## src/rtl/vjtag_cmd_pkg.sv

```systemverilog
// Shared opcodes, FSM encoding and status-byte layout for the virtual-JTAG command sequencer.
// Types and constants only; no timing or flow control lives here.
package vjtag_cmd_pkg;
  localparam int ADDR_W = 6;

  localparam logic [1:0] OP_NOP    = 2'b00;
  localparam logic [1:0] OP_WRITE  = 2'b01;
  localparam logic [1:0] OP_READ   = 2'b10;
  localparam logic [1:0] OP_STATUS = 2'b11;

  localparam logic [7:0] TIMEOUT_DATA = 8'hFF;

  localparam int ST_BIT_BUSY  = 7;
  localparam int ST_BIT_FULL  = 6;
  localparam int ST_BIT_EMPTY = 5;
  localparam int ST_BIT_TMO   = 4;
  localparam int ST_BIT_OVR   = 3;

  typedef enum logic [2:0] {
    S_IDLE,
    S_GET_CNT,
    S_WR_WAIT,
    S_WR_BUS,
    S_RD_WAIT_SPACE,
    S_RD_BUS,
    S_ST_PUSH
  } state_t;

  function automatic logic [7:0] status_byte(input logic busy, input logic full,
                                             input logic empty, input logic tmo,
                                             input logic ovr);
    logic [7:0] b;
    b               = 8'h00;
    b[ST_BIT_BUSY]  = busy;
    b[ST_BIT_FULL]  = full;
    b[ST_BIT_EMPTY] = empty;
    b[ST_BIT_TMO]   = tmo;
    b[ST_BIT_OVR]   = ovr;
    return b;
  endfunction
endpackage

```

## src/rtl/vjtag_resp_fifo.sv

```systemverilog
// Single-clock response FIFO: push/pop take effect at the clock edge, head is combinational.
// Push is refused when full unless a pop frees a slot that cycle; pop when empty is ignored.
module vjtag_resp_fifo #(
  parameter int         DEPTH     = 16,
  parameter logic [7:0] EMPTY_VAL = 8'h00
) (
  input  logic       i_clk,
  input  logic       i_rst,
  input  logic       i_push,
  input  logic [7:0] i_push_dat,
  input  logic       i_pop,
  output logic       o_full,
  output logic       o_empty,
  output logic [7:0] o_head
);
  localparam int PTR_W = $clog2(DEPTH);

  logic [7:0]       r_mem [DEPTH];
  logic [PTR_W-1:0] r_wr_ptr;
  logic [PTR_W-1:0] r_rd_ptr;
  logic [PTR_W:0]   r_count;
  logic             w_push;
  logic             w_pop;

  assign o_empty = (r_count == '0);
  assign o_full  = (r_count == (PTR_W+1)'(DEPTH));
  assign o_head  = o_empty ? EMPTY_VAL : r_mem[r_rd_ptr];
  assign w_pop   = i_pop && !o_empty;
  assign w_push  = i_push && (!o_full || w_pop);

  always_ff @(posedge i_clk) begin
    if (w_push) r_mem[r_wr_ptr] <= i_push_dat;
  end

  always_ff @(posedge i_clk) begin
    if (i_rst) begin
      r_wr_ptr <= '0;
      r_rd_ptr <= '0;
      r_count  <= '0;
    end else begin
      if (w_push) r_wr_ptr <= r_wr_ptr + 1'b1;
      if (w_pop)  r_rd_ptr <= r_rd_ptr + 1'b1;
      case ({w_push, w_pop})
        2'b10:   r_count <= r_count + 1'b1;
        2'b01:   r_count <= r_count - 1'b1;
        default: r_count <= r_count;
      endcase
    end
  end
endmodule

```

## src/rtl/vjtag_cmd_sequencer.sv

```systemverilog
// Parses PC bytes into WRITE/READ/STATUS commands driving an 8-bit req/ack register bus.
// reg_req rises the edge after its trigger; reads stall until the response FIFO has space.
module vjtag_cmd_sequencer
  import vjtag_cmd_pkg::*;
#(
  parameter int         RESP_DEPTH     = 16,
  parameter int         TIMEOUT_CYCLES = 64,
  parameter logic [7:0] EMPTY_BYTE     = 8'h00
) (
  input  logic              i_tck,
  input  logic              i_aclr,
  input  logic [7:0]        i_rx_byte,
  input  logic              i_rx_valid,
  input  logic              i_tx_pop,
  output logic [7:0]        o_tx_byte,
  output logic              o_reg_req,
  output logic              o_reg_we,
  output logic [ADDR_W-1:0] o_reg_addr,
  output logic [7:0]        o_reg_wdata,
  input  logic              i_reg_ack,
  input  logic [7:0]        i_reg_rdata,
  output logic              o_busy
);
  localparam int TMO_W = $clog2(TIMEOUT_CYCLES + 1);

  state_t            r_state;
  logic              r_is_rd;
  logic [ADDR_W-1:0] r_addr;
  logic [7:0]        r_remaining;
  logic [7:0]        r_wdata;
  logic              r_req;
  logic              r_we;
  logic [TMO_W-1:0]  r_tmo_cnt;
  logic              r_timeout_err;
  logic              r_overrun_err;

  logic              w_full;
  logic              w_empty;
  logic              w_push;
  logic [7:0]        w_push_dat;
  logic              w_tmo_hit;
  logic              w_access_done;

  assign o_reg_req     = r_req;
  assign o_reg_we      = r_we;
  assign o_reg_addr    = r_addr;
  assign o_reg_wdata   = r_wdata;
  assign o_busy        = (r_state != S_IDLE);
  assign w_tmo_hit     = (r_tmo_cnt == TMO_W'(TIMEOUT_CYCLES - 1));
  assign w_access_done = i_reg_ack || w_tmo_hit;

  always_comb begin
    w_push     = 1'b0;
    w_push_dat = TIMEOUT_DATA;
    if (r_state == S_RD_BUS && w_access_done) begin
      w_push     = 1'b1;
      w_push_dat = i_reg_ack ? i_reg_rdata : TIMEOUT_DATA;
    end else if (r_state == S_ST_PUSH && !w_full) begin
      w_push     = 1'b1;
      w_push_dat = status_byte(o_busy, w_full, w_empty, r_timeout_err, r_overrun_err);
    end
  end

  always_ff @(posedge i_tck) begin
    if (i_aclr) begin
      r_state       <= S_IDLE;
      r_is_rd       <= 1'b0;
      r_addr        <= '0;
      r_remaining   <= '0;
      r_wdata       <= '0;
      r_req         <= 1'b0;
      r_we          <= 1'b0;
      r_tmo_cnt     <= '0;
      r_timeout_err <= 1'b0;
      r_overrun_err <= 1'b0;
    end else begin
      // Bytes arriving while a bus access or push is pending are discarded.
      if (i_rx_valid && (r_state inside {S_WR_BUS, S_RD_WAIT_SPACE, S_RD_BUS, S_ST_PUSH}))
        r_overrun_err <= 1'b1;
      case (r_state)
        S_IDLE: begin
          if (i_rx_valid) begin
            case (i_rx_byte[7:6])
              OP_WRITE, OP_READ: begin
                r_addr  <= i_rx_byte[ADDR_W-1:0];
                r_is_rd <= (i_rx_byte[7:6] == OP_READ);
                r_state <= S_GET_CNT;
              end
              OP_STATUS: r_state <= S_ST_PUSH;
              default:   r_state <= S_IDLE;
            endcase
          end
        end
        S_GET_CNT: begin
          if (i_rx_valid) begin
            r_remaining <= i_rx_byte;
            r_state     <= r_is_rd ? S_RD_WAIT_SPACE : S_WR_WAIT;
          end
        end
        S_WR_WAIT: begin
          if (i_rx_valid) begin
            r_wdata   <= i_rx_byte;
            r_req     <= 1'b1;
            r_we      <= 1'b1;
            r_tmo_cnt <= '0;
            r_state   <= S_WR_BUS;
          end
        end
        S_RD_WAIT_SPACE: begin
          if (!w_full) begin
            r_req     <= 1'b1;
            r_we      <= 1'b0;
            r_tmo_cnt <= '0;
            r_state   <= S_RD_BUS;
          end
        end
        S_WR_BUS, S_RD_BUS: begin
          if (w_access_done) begin
            r_req  <= 1'b0;
            r_addr <= r_addr + 1'b1;
            if (!i_reg_ack) r_timeout_err <= 1'b1;
            if (r_remaining == '0) begin
              r_state <= S_IDLE;
            end else begin
              r_remaining <= r_remaining - 1'b1;
              r_state     <= r_is_rd ? S_RD_WAIT_SPACE : S_WR_WAIT;
            end
          end else begin
            r_tmo_cnt <= r_tmo_cnt + 1'b1;
          end
        end
        S_ST_PUSH: begin
          if (!w_full) begin
            r_timeout_err <= 1'b0;
            r_overrun_err <= i_rx_valid;
            r_state       <= S_IDLE;
          end
        end
        default: r_state <= S_IDLE;
      endcase
    end
  end

  vjtag_resp_fifo #(
    .DEPTH     (RESP_DEPTH),
    .EMPTY_VAL (EMPTY_BYTE)
  ) u_resp_fifo (
    .i_clk      (i_tck),
    .i_rst      (i_aclr),
    .i_push     (w_push),
    .i_push_dat (w_push_dat),
    .i_pop      (i_tx_pop),
    .o_full     (w_full),
    .o_empty    (w_empty),
    .o_head     (o_tx_byte)
  );
endmodule
```

## config.mk

```make
export PLATFORM = sky130hd
export DESIGN_NAME = vjtag_cmd_sequencer
export DESIGN_NICKNAME = d
export VERILOG_FILES = /design/src/rtl/vjtag_cmd_pkg.sv /design/src/rtl/vjtag_resp_fifo.sv /design/src/rtl/vjtag_cmd_sequencer.sv
export SDC_FILE = /design/constraint.sdc
export NUM_CORES = 1
export LEC_CHECK = 0
export CORE_MARGIN = 2
export CORE_UTILIZATION = 32
export CTS_CLUSTER_SIZE = 10
export DETAILED_ROUTE_END_ITERATION = 16
export GPL_TIMING_DRIVEN = 0
export PLACE_DENSITY = 0.59
export SYNTH_ARGS = -nofsm -noshare
export SYNTH_HDL_FRONTEND = slang
export SYNTH_SLANG_ARGS = --single-unit
export TNS_END_PERCENT = 30
```

## constraint.sdc

```tcl
create_clock -name i_tck -period 2.87 [get_ports i_tck]
set_input_delay 0.574 -clock i_tck [delete_from_list [all_inputs] [get_ports i_tck]]
set_output_delay 0.574 -clock i_tck [all_outputs]
set_load 0.005 [all_outputs]
```

Word level (Yosys, flattened, before mapping)
Memory sizes are Yosys's and may differ from the RTL's. A register that Yosys moved wholly into a read port is not among the register bits.
Cells that the tools add are included.
{"block": "classes", "reduce_logical": 31, "n_mux": 45, "n_addsub": 7, "n_eq_ne": 23}
{"op": "8-bit 2-to-1 mux", "n": 7}
{"op": "3-bit 2-to-1 mux", "n": 8}
{"op": "7-bit 2-to-1 mux", "n": 3}
{"op": "7-bit case mux with 3 select lines", "n": 1}
{"op": "4-bit AND reduction", "n": 5}
{"op": "6-bit 2-to-1 mux", "n": 3}
{"op": "2-bit inequality test (second input constant)", "n": 9}
{"op": "3-bit case mux with 6 select lines", "n": 1}
{"op": "8-bit case mux with 2 select lines", "n": 1}
{"op": "1-bit 2-to-1 mux", "n": 13}
{"op": "6-bit case mux with 2 select lines", "n": 1}
{"op": "5-bit case mux with 2 select lines", "n": 1}
{"op": "2-bit nonzero test", "n": 5}
{"op": "3-bit == test (second input constant)", "n": 3}
{"op": "4-bit by 1-bit adder with 4-bit output (second input constant)", "n": 2}
{"op": "8-bit logical NOT", "n": 1}
{"op": "4-bit 2-to-1 mux", "n": 2}
{"op": "8-bit by 1-bit subtractor with 8-bit output (second input constant)", "n": 1}
{"op": "7-bit by 1-bit adder with 7-bit output (second input constant)", "n": 1}
{"op": "7-bit by 6-bit == test with 1-bit output (second input constant)", "n": 1}
{"op": "6-bit by 1-bit adder with 6-bit output (second input constant)", "n": 1}
{"op": "2-bit == test (second input constant)", "n": 3}
{"op": "3-bit by 2-bit == test with 1-bit output (second input constant)", "n": 2}
{"op": "3-bit case mux with 2 select lines", "n": 1}
{"op": "19 further kinds", "n": 30}
{"block": "totals", "wordCells": 120, "input_bits": 21, "out_inout_bits": 25, "ff_bits": 50, "mem_count": 1, "ramBits": 128}
{"name": "u_resp_fifo.r_mem", "depth": 16, "width": 8, "rd": 1, "rd_ports_with_merged_regs": 1, "write_ports": 1, "line": "vjtag_resp_fifo.sv:18", "text": "logic [7:0] r_mem [DEPTH];"}

Longest topological paths before layout
{"block": "depth", "depth_word": 8, "depth_mapped": 14, "mapped_depth_nobuf": 13}

Cells and area by module
Synthesis repeated with hierarchy kept, for this count alone.
{"block": "unflattened", "cells_unflattened": 603, "area_unflattened_um2": 8134.1}
{"mod": "vjtag_resp_fifo", "instances": 1, "seq_area_each_um2": 4184.0, "area_each_um2": 5936.9, "cells_each": 329}
{"mod": "vjtag_cmd_sequencer", "instances": 1, "seq_area_each_um2": 740.7, "area_each_um2": 2197.1, "cells_each": 274}

Worst setup path after synthesis
No wires, ideal clock.
{"block": "synth_path", "path_kind": "register to register", "startpoint": "reg r_tmo_cnt[0]", "endpoint": "reg u_resp_fifo.r_count[4]", "synth_period_minus_slack_ns": 2.852, "t_arrival_ns": 2.782, "n_path_buf": 0, "setup_slack_ns": 0.018, "path_stages_with_launch": 14, "cell_sequence": "dfxtp_1 -> ha_1 -> and4b_1 -> a21o_1 -> a21o_4 -> inv_4 -> ha_1 -> xor2_1 -> ha_1 -> a211o_1 -> a21oi_1 -> a221oi_1 -> or3_1 -> a21oi_1"}
{"block": "synth_between", "elab_chain_cells": 7}
{"element": "from (decl)", "line": "vjtag_cmd_sequencer.sv:33", "text": "logic [TMO_W-1:0] r_tmo_cnt;"}
{"element": "from (signal assigned)", "line": "vjtag_cmd_sequencer.sv:129", "text": "r_tmo_cnt <= r_tmo_cnt + 1'b1;"}
{"element": "7-bit by 6-bit == test with 1-bit output *", "line": "vjtag_cmd_sequencer.sv:49", "text": "assign w_tmo_hit = (r_tmo_cnt == TMO_W'(TIMEOUT_CYCLES - 1));"}
{"element": "1-bit logical OR *", "line": "vjtag_cmd_sequencer.sv:50", "text": "assign w_access_done = i_reg_ack || w_tmo_hit;"}
{"element": "1-bit logical AND *", "line": "vjtag_cmd_sequencer.sv:55", "text": "if (r_state == S_RD_BUS && w_access_done) begin"}
{"element": "1-bit 2-to-1 mux *", "line": "vjtag_cmd_sequencer.sv:55"}
{"element": "1-bit logical AND *", "line": "vjtag_resp_fifo.sv:29", "text": "assign w_push = i_push && (!o_full || w_pop);"}
{"element": "2-bit by 1-bit == test with 1-bit output / 2-bit == test (equally long branches)", "line": "vjtag_resp_fifo.sv:43", "text": "case ({w_push, w_pop})"}
{"element": "5-bit case mux with 2 select lines / 2-bit nonzero test (equally long branches)"}
{"element": "to (signal assigned)", "line": "vjtag_resp_fifo.sv:44", "text": "2'b10: r_count <= r_count + 1'b1;"}
{"element": "to (signal assigned)", "line": "vjtag_resp_fifo.sv:45", "text": "2'b01: r_count <= r_count - 1'b1;"}
{"element": "to (signal assigned)", "line": "vjtag_resp_fifo.sv:46", "text": "default: r_count <= r_count;"}
{"element": "to (decl)", "line": "vjtag_resp_fifo.sv:21", "text": "logic [PTR_W:0] r_count;"}
Mark *: on every way between the ends. The rest lies on a longest branch, timed or not.
A chain may end at the register's enable or synchronous reset.

==> results.cfg <==
[routing]
wl_um = 18700
final_antenna_net_count = 0
drc = 0
routed-via-count = 5219
wl_per_cell_um = 18.5
routed_via_density = 5.17
drtIter0Drc = 456
dr.pass1.iters = 5

[die]
chipWidth_um = 162
design.portCount = 46
start_util_pct = 32.8
num_rows = 57
die_h_um = 162
core_um2 = 24500
dieArea_um2 = 26300

[cts]
cts_buffer_depth = 2
hold_buffers = 0
htreeDepth = 4
cts_root_buf = clkbuf_16
cts_tree = done
cts_num_sinks = 182
clk_latency_ns = 0.44
clk_pin_slew_ns = 0.07
cts-buffers-inserted = 17

[timing]
worst_pin_slew_ns = 1.29
setup_tns_ns = -0.995
setup_viol = 8
max_freq_mhz = 331
min_period_ns = 3.02
period_share_pct = 105
rsz0062_at_grt = true
setup_slack_ns = -0.152
slew_headroom_pct = 13.3
slew_viol_final = 0
finalClockSkew_ns = 0.0117
hold_viol_final = 0

[grt]
track_usage_pct = 14.5
antenna_found_initial = 0
grt_pass1_vias = 5136
grt_pass1_wl_um = 28900
overflow = 0
grt_start_max_net_pins = 19

[critical_path]
startpoint_type = flip-flop
ff2ff_path_depth = 13
worstSetupEndpointType = primary output
r2r_start = r_tmo_cnt[0]
cp_data_arrival_time_ns = 2.45
crit_required_ns = 2.30
critical_path_class = reg -> out
r2r_end = u_resp_fifo.r_count[4]
r2r_setup_slack_ns = 0.14
crit_path_max_fanout = 5

[worst_hold_path]
worstHoldPathCells = 2
holdPathEnd = o_reg_wdata[6]
min_from = o_reg_wdata[6]
hp-class = reg -> reg

[finish]
drive_above_1_share_pct = 22.7
fillers = 2267
fin_area_um2 = 9790
area_delta_synth_final_pct = 22.2
seqCellArea_um2 = 4940
multi_input_area_um2 = 2980
final_nets = 708
diodes = 0

[synthesis]
syn_area_um2 = 8010
synth-seq-area-share_pct = 61.5
synth_fp_nets = 624
synth.area.top_cells = edfxtp_1 (48%), dfxtp_1 (13%), mux4_2 (11%)
yosys.area.top_type = edfxtp_1
synthFlopType = edfxtp_1
synth-edff-count = 128
syn_inst = 589
synth_cell_type_count = 70
syn_avg_cell_area_um2 = 13.6
synth_top_area_share_pct = 48.0
yosysWarnings = 0
async_reset_ff_share_pct = 0
synth-seq-cells = 182

[run_status]
outcome = complete, but fails checks
violations = negative setup slack

[placed_design]
placed_cell_area_um2 = 8860
hpwlAfterDp_um = 12500
gp_congestion = 0.806
place.port_buffers = 44
post-place-ws_ns = -0.675

[power]
power_density_nw_per_um2 = 738
peakVddDrop_mv = 0.310
finalPower_mw = 7.23
leakagePower_nw = 3.15

[job]
maxCapViolCount = 0
==> cell families (layout without fill, tap and decap cells) <==
family | Yosys count | count (layout) | share of synthesized area [%]
fa+ha+maj | 14 | 14 | 2.19
simple gates | 174 | 174 | 10.8
flops | 182 | 182 | 61.5
xor+xnor | 11 | 11 | 1.20
compound gates | 116 | 116 | 10.0
mux | 43 | 43 | 11.6
buf+inv | 49 | 146 | 2.65
==> cell usage after synthesis, types with 13 or more instances <==
master,instances
edfxtp_1,128
dfxtp_1,54
nor2_1,51
nand2_1,42
mux4_2,40
a21oi_1,33
o21ai_0,22
clkbuf_1,17
inv_1,16
ha_1,14
nand3_1,13
nor3_1,13
==> through the flow <==
| step | hold WS (ns) | utilization (%) | cells |
|---|---|---|---|
| 2_1_floorplan | 0.449 | - | 589 |
| 3_3_place_gp | 0.443 | 36.2 | 957 |
| 3_5_place_dp | 0.452 | 36.2 | 958 |
| 4_1_cts | 0.465 | 39.4 | 1001 |
| 5_1_grt | 0.481 | 40.0 | 1010 |
| 6_report | 0.462 | 40.0 | 1010 |
==> cell type report <==
| class | count | share of cell area [%] |
|---|---|---|
| plain buffers | 30 | 1.88 |
| flip-flops and latches | 182 | 50.4 |
| repair buffers | 67 | 6.56 |
| clock inverters | 14 | 1.52 |
| clock buffers | 18 | 4.38 |
| inverters | 17 | 0.703 |
| multi-input cells | 358 | 30.4 |
| well taps | 324 | 4.14 |
==> report_power, final <==
part	switching, mW	internal, mW	leakage [nW]
Combinational	0.987	0.894	1.29
Clock	1.08	1.24	0.285
Sequential	0.0926	2.93	1.58
==> how the worst max path moves through the flow <==
stage,end,depth (start not counted)
4_1_cts,o_tx_byte[1],7
2_1_floorplan,u_resp_fifo.r_count[4],13
3_5_place_dp,u_resp_fifo.r_count[4],11
3_3_place_gp,u_resp_fifo.r_count[4],11
5_1_grt,o_tx_byte[7],7
6_report,o_tx_byte[7],7
==> worst max-delay path, stage by stage (launching register included) <==
cell and delay (ns):
dfxtp_2 0.33, buf_8 0.13, buf_12 0.11, buf_16 0.12, mux4_2 0.52, mux4_2 0.50, nor2b_1 0.15, buf_2 0.16
==> placed cells by master, fill, tap and decap left out, types with 4 or more instances in the layout <==
| master | count |
|---|---|
| edfxtp_1 | 128 |
| nor2_1 | 51 |
| dfxtp_1 | 47 |
| nand2_1 | 42 |
| mux4_2 | 40 |
| clkdlybuf4s50_1 | 35 |
| a21oi_1 | 32 |
| o21ai_0 | 21 |
| clkbuf_16 | 17 |
| buf_4 | 17 |
| inv_1 | 15 |
| clkbuf_1 | 14 |
| nand3_1 | 13 |
| buf_2 | 12 |
| nor3_1 | 11 |
| ha_1 | 11 |
| o31ai_1 | 9 |
| inv_6 | 8 |
| nor2b_1 | 7 |
| xor2_1 | 7 |
| o21ai_1 | 7 |
| and2_1 | 6 |
| nand4_1 | 6 |
| nand2b_1 | 6 |
| or3_1 | 6 |
| dfxtp_2 | 6 |
| a31oi_1 | 5 |
| nor3b_1 | 5 |
| o311ai_0 | 5 |
| buf_1 | 4 |
| xnor2_1 | 4 |
| inv_8 | 4 |
==> metal layers <==
metal	track usage (%)	vias to the layer above	part of all wire, %
met3	3.50	23	4.4
met4	4.18	0	1.8
li1	-	2437	-
met5	0	-	0
met1	18.9	2601	45
met2	24.1	158	49
==> flip-flops by register name, indices dropped and copies added, names as in the netlist, named ones only <==
name and cells:
r_timeout_err 1, o_reg_we 1, u_resp_fifo.r_wr_ptr 4, r_tmo_cnt 7, r_state 3, r_is_rd 1, o_reg_req 1, o_reg_addr 6
u_resp_fifo.r_count 5, o_reg_wdata 8, u_resp_fifo.r_mem 128, u_resp_fifo.r_rd_ptr 4, r_remaining 8, r_overrun_err 1
==> timing repair <==
action / in CTS / in global routing
setup buffers: 9 / 11
endpoints found under the setup margin: 34 / 34
gates cloned: 2 / 0
resized for setup: 65 / 23
hold endpoints to repair: 0 / 0
pin swaps: 4 / 8
(Power assumes the default switching activity.)
